**src/rtl/serial_frame_tx.sv**
```systemverilog
// Serializer: start bit, DATA_BITS payload LSB first, stop bit.
// Define PARITY_EN to insert an even-parity bit between data and stop.
module serial_frame_tx #(
  parameter int CLKS_PER_BIT = 16,
  parameter int DATA_BITS    = 8
) (
  input  logic                 C,
  input  logic                 clr,
  input  logic [DATA_BITS-1:0] D,
  input  logic                 load,
  output logic                 ready,
  output logic                 TX,
  output logic                 busy,
  output logic                 done
);

  localparam int CW = 16;
  localparam logic [CW-1:0] CNT_LAST = CW'(CLKS_PER_BIT - 1);
  localparam logic [CW-1:0] CNT_PRE  = CW'(CLKS_PER_BIT - 2);
  localparam logic [3:0]    BIT_LAST = 4'(DATA_BITS - 1);

`ifdef PARITY_EN
  typedef enum logic [2:0] {
    S_IDLE, S_START, S_DATA, S_PARITY, S_STOP
  } state_t;
`else
  typedef enum logic [2:0] {
    S_IDLE, S_START, S_DATA, S_STOP
  } state_t;
`endif

  state_t               state_q;
  logic [CW-1:0]        cnt_q;
  logic [CW-1:0]        cnt_d;
  logic [3:0]           bit_q;
  logic [DATA_BITS-1:0] shift_q;
  logic                 tx_q;
  logic                 ready_q;
  logic                 done_q;
  logic                 cnt_last;
`ifdef PARITY_EN
  logic                 par_q;
`endif

  assign cnt_d    = cnt_q + CW'(1);
  assign cnt_last = (cnt_q == CNT_LAST);

  always_ff @(posedge C) begin
    if (clr) begin
      state_q <= S_IDLE;
      cnt_q   <= '0;
      bit_q   <= '0;
      shift_q <= '0;
      tx_q    <= 1'b1;
      ready_q <= 1'b1;
      done_q  <= 1'b0;
`ifdef PARITY_EN
      par_q   <= 1'b0;
`endif
    end else begin
      done_q <= 1'b0;
      unique case (state_q)
        S_IDLE: begin
          if (load) begin
            shift_q <= D;
            cnt_q   <= '0;
            bit_q   <= '0;
            tx_q    <= 1'b0;
            ready_q <= 1'b0;
            state_q <= S_START;
`ifdef PARITY_EN
            par_q   <= ^D;
`endif
          end
        end
        S_START: begin
          if (cnt_last) begin
            cnt_q   <= '0;
            tx_q    <= shift_q[0];
            state_q <= S_DATA;
          end else begin
            cnt_q <= cnt_d;
          end
        end
        S_DATA: begin
          if (cnt_last) begin
            cnt_q <= '0;
            if (bit_q == BIT_LAST) begin
`ifdef PARITY_EN
              tx_q    <= par_q;
              state_q <= S_PARITY;
`else
              tx_q    <= 1'b1;
              state_q <= S_STOP;
`endif
            end else begin
              // next bit sits at [1] before the shift lands
              bit_q   <= bit_q + 4'd1;
              shift_q <= shift_q >> 1;
              tx_q    <= shift_q[1];
            end
          end else begin
            cnt_q <= cnt_d;
          end
        end
`ifdef PARITY_EN
        S_PARITY: begin
          if (cnt_last) begin
            cnt_q   <= '0;
            tx_q    <= 1'b1;
            state_q <= S_STOP;
          end else begin
            cnt_q <= cnt_d;
          end
        end
`endif
        S_STOP: begin
          if (cnt_last) begin
            cnt_q   <= '0;
            ready_q <= 1'b1;
            state_q <= S_IDLE;
          end else begin
            // registered, so raise it one cycle ahead of the last
            cnt_q  <= cnt_d;
            done_q <= (cnt_q == CNT_PRE);
          end
        end
        default: state_q <= S_IDLE;
      endcase
    end
  end

  assign TX    = tx_q;
  assign ready = ready_q;
  assign busy  = ~ready_q;
  assign done  = done_q;

endmodule

```
**config.mk**
```make
export PLATFORM = sky130hd
export DESIGN_NAME = serial_frame_tx
export DESIGN_NICKNAME = d
export VERILOG_FILES = /design/src/rtl/serial_frame_tx.sv
export SDC_FILE = /design/constraint.sdc
export NUM_CORES = 1
export LEC_CHECK = 0
export ABC_AREA = 0
export CORE_UTILIZATION = 45
export CTS_CLUSTER_SIZE = 14
export DETAILED_ROUTE_END_ITERATION = 12
export PLACE_DENSITY = 0.61
export SYNTH_ARGS = -nofsm -noshare
export SYNTH_HDL_FRONTEND = slang
export SYNTH_SLANG_ARGS = --single-unit
```
**constraint.sdc**
```tcl
create_clock -name C -period 4.23 [get_ports C]
set_input_delay 0.846 -clock C [delete_from_list [all_inputs] [get_ports C]]
set_output_delay 0.846 -clock C [all_outputs]
set_load 0.1 [all_outputs]
```
==> summary.txt <==
Power
  – Leak: ~0.76 nW
  – Clk pwr share: a little over a quarter
  – Combinational share of power: between 30% and 40%
  – Sequential power share: about a third
  – Worst vdd ir: between 200 and 250 uV
  – Net Sw Frac: between 30% and 40%
  – Power per Cell Area: ~520 mW/mm2
  – Tot Pwr: 1.12 mW
  – NetSw: between 0.4 and 0.5 mW
  – Internal power: just under 0.7 mW

Logic synthesis
  – Syn Nets: about 250
  – Synth top area share: 34.9%
  – #FFs+latches synth: 33
  – FFs w/ async S/R, synth: 0%
  – Top_reg_cell synth: dfxtp_1
  – Synth area leaders: dfxtp_1 (35%), nand2_1 (5.5%), ha_1 (4.6%)
  – Gate Count Post-Synth: 229
  – Synth cell count leaders: dfxtp_1 (33), nand2_1 (28), o21ai_0 (17)
  – Distinct cell type count after synthesis: between 40 and 50
  – Register area share after synthesis: about a third
  – Yosys warnings: 0
  – Most common cell in the netlist: dfxtp_1
  – Cell taking the most area after synthesis: dfxtp_1
  – Syn Area/Cell: 8.28 um2
  – Mapped Area: between 0.0015 and 0.002 mm2
  – EDFF count, synth: 0

Die
  – Initial core utilization: around 47%
  – Die Span Y: 66.9 um
  – Row cnt: 23
  – I/O pins: 15
  – Die W: about 67 um
  – Die area: 0.00448 mm2
  – Core outline area: 0.00403 mm2

Timing
  – Worst-margin pin slew: 0.971 ns
  – Final hold violations: 0
  – Unrepaired setup endpoints after global routing: no
  – Clock Skew: 0.00712 ns
  – Slew HR: a little over a third
  – Min Tclk post-route: about 2.7 ns
  – Final setup vio count: 0
  – Final Cycle Share: between 60% and 70%
  – Fmax: roughly 370 MHz
  – Setup ws final: 1.56 ns
  – Slew Limit Fails: 0
  – Setup TNS: 0 ns

Final layout
  – Antenna Cells: 0
  – Area grow syn2layout: 14.6%
  – Final std cells w/o fill: 289
  – Share of cells above drive strength 1: between 6 and 7%
  – Nets: approximately 260
  – Fillers: a little under 400
  – Post-Layout Inst Area: between 0.002 and 0.0025 mm2

Routing
  – First-pass DRT Iterations: 4
  – Wire length per cell: 16.0 um
  – Vias per inst: 6.13
  – # DRC: 0
  – DR vias: roughly 1800
  – Routed wire length: 4630 um
  – DR iter-0 viols: 149
  – Number of routed nets with antenna violations: 0

CTS
  – CTS Sinks: 33
  – CTS buffer count: 5
  – Postcts setup bufs: 0
  – Clock buffer depth: 2
  – Later-pin clock latency in the skew report: around 0.28 ns
  – Htree depth: 2
  – CTS tree: done
  – Post-CTS Resized: 0
  – CTS Hold Buffers Added: 0
  – Worst-path clk slew: 0.06 ns
  – Clk Tree Root Cell: clkbuf_8

Setup path
  – Crit end category: output pin
  – Path type of the worst setup path: flip-flop to output pin
  – Buf/Inv on CP: 1
  – Slowest stage cell, crit path: clkdlybuf4s50_1
  – CP Data Required Time: around 3.4 ns
  – CP Launch Type: flip-flop
  – CP delay by family, top: buffers and inverters
  – Top fanout value on the critical path: 4
  – Crit-path cells: clkdlybuf4s50_1
  – CP arrival: between 1.5 and 2 ns
  – Critical Path Max Stage Delay: roughly 1.2 ns

Place
  – RePlAce Congestion: a little over 0.8
  – Placed Cells: 281
  – Placement Setup Slack: roughly 1.6 ns
  – Placed cell areas: 0.00206 mm2
  – Hpwl dp: 3280 um
  – Port Buffer Count: 14

GRT
  – Vias in the first global route: 1633
  – First-pass GRT wire length: approximately 7900 um
  – Largest net degree at the start of global routing: 21
  – Global Route Usage Sum: a little under a quarter
  – Remaining Overflow, GRT: 0
  – Antenna violations before repair: 0

Job
  – Max Cap Viol: 0

Worst hold path
  – HP Class: flip-flop to flip-flop

Status
  – Outcome: finished clean
-- cell families (layout without fill, tap and decap cells) --
logic type	count (synthesis)	after routing	share of synthesized area [%]
compound gates	69	69	25.0
xor+xnor	2	2	0.924
fa+ha+maj	7	7	4.62
buf+inv	22	32	4.62
flops	33	33	34.9
simple gates	96	96	30.0
-- layout by cell type, fill, tap and decap left out, types with 2 or more instances in the layout --
cell type / count
nand3b_1: 2
nor2_1: 11
xnor2_1: 2
nand3_1: 10
buf_4: 2
or2_2: 3
o31ai_1: 3
ha_1: 7
nor4_4: 3
a31oi_1: 6
and3_1: 2
o21ai_0: 17
a21oi_1: 11
nor4_1: 2
or3_1: 4
inv_1: 8
nand2_1: 28
nand4_1: 11
o41ai_1: 2
a41oi_1: 4
a22o_1: 9
clkdlybuf4s50_1: 14
nand4b_1: 3
nor2b_1: 2
o311ai_0: 3
and3b_1: 2
and4_1: 2
nor3_1: 5
dfxtp_1: 33
clkbuf_8: 6
a211o_1: 3
-- path summary, 6_finish.rpt --
kind	start	endpoint	slack, ns	cells after the start
worst max register to register	state_q[0]$_SDFFE_PP0P_	shift_q[6]$_SDFFE_PP0P_	1.90	6
worst max-delay path	ready$_SDFFE_PP1P_	ready	1.56	1
worst min register to register	shift_q[7]$_SDFFE_PP0P_	shift_q[7]$_SDFFE_PP0P_	0.48	1
worst min-delay path	shift_q[7]$_SDFFE_PP0P_	shift_q[7]$_SDFFE_PP0P_	0.48	1
-- metal layers --
| layer | up-vias | global-route usage [%] | routed length (um) |
|---|---|---|---|
| li1 | 891 | - | - |
| met1 | 849 | 30.0 | 2200 |
| met2 | 27 | 38.5 | 2230 |
| met3 | 6 | 5.48 | 132 |
| met4 | 0 | 8.24 | 60 |
| met5 | - | 0 | 0 |
-- through the flow --
stage / hold slack [ns] / util (%)
6_report: 0.483 / 53.9
5_1_grt: 0.507 / 53.9
4_1_cts: 0.482 / 53.9
3_5_place_dp: 0.465 / 51.0
3_3_place_gp: 0.448 / 51.0
2_1_floorplan: 0.442 / -
-- registers in the layout (all words and copies together), names as in the netlist --
| register | flops |
|---|---|
| TX | 1 |
| bit_q | 4 |
| cnt_q | 16 |
| done | 1 |
| ready | 1 |
| shift_q | 8 |
| state_q | 2 |
-- power by group through the flow --
stage | registers [mW] | clock network [mW] | logic [mW]
3_3_place_gp | 0.388 | 0 | 0.413
2_1_floorplan | 0.426 | 0 | 0.292
5_1_grt | 0.388 | 0.330 | 0.479
6_report | 0.383 | 0.307 | 0.432
4_1_cts | 0.383 | 0.314 | 0.430
3_5_place_dp | 0.389 | 0 | 0.428
-- cell type report --
type | count | area, um2 | share of cell area, %
multi-input combinational | 174 | 1150 | 52.8
sequential | 33 | 661 | 30.4
timing repair buffer | 16 | 155 | 7.14
clock buffer | 7 | 86.3 | 3.97
tap | 50 | 62.6 | 2.88
clock inverter | 1 | 30.0 | 1.38
inverter | 8 | 30.0 | 1.38
Note: power is estimated with default switching activity, not from simulation.
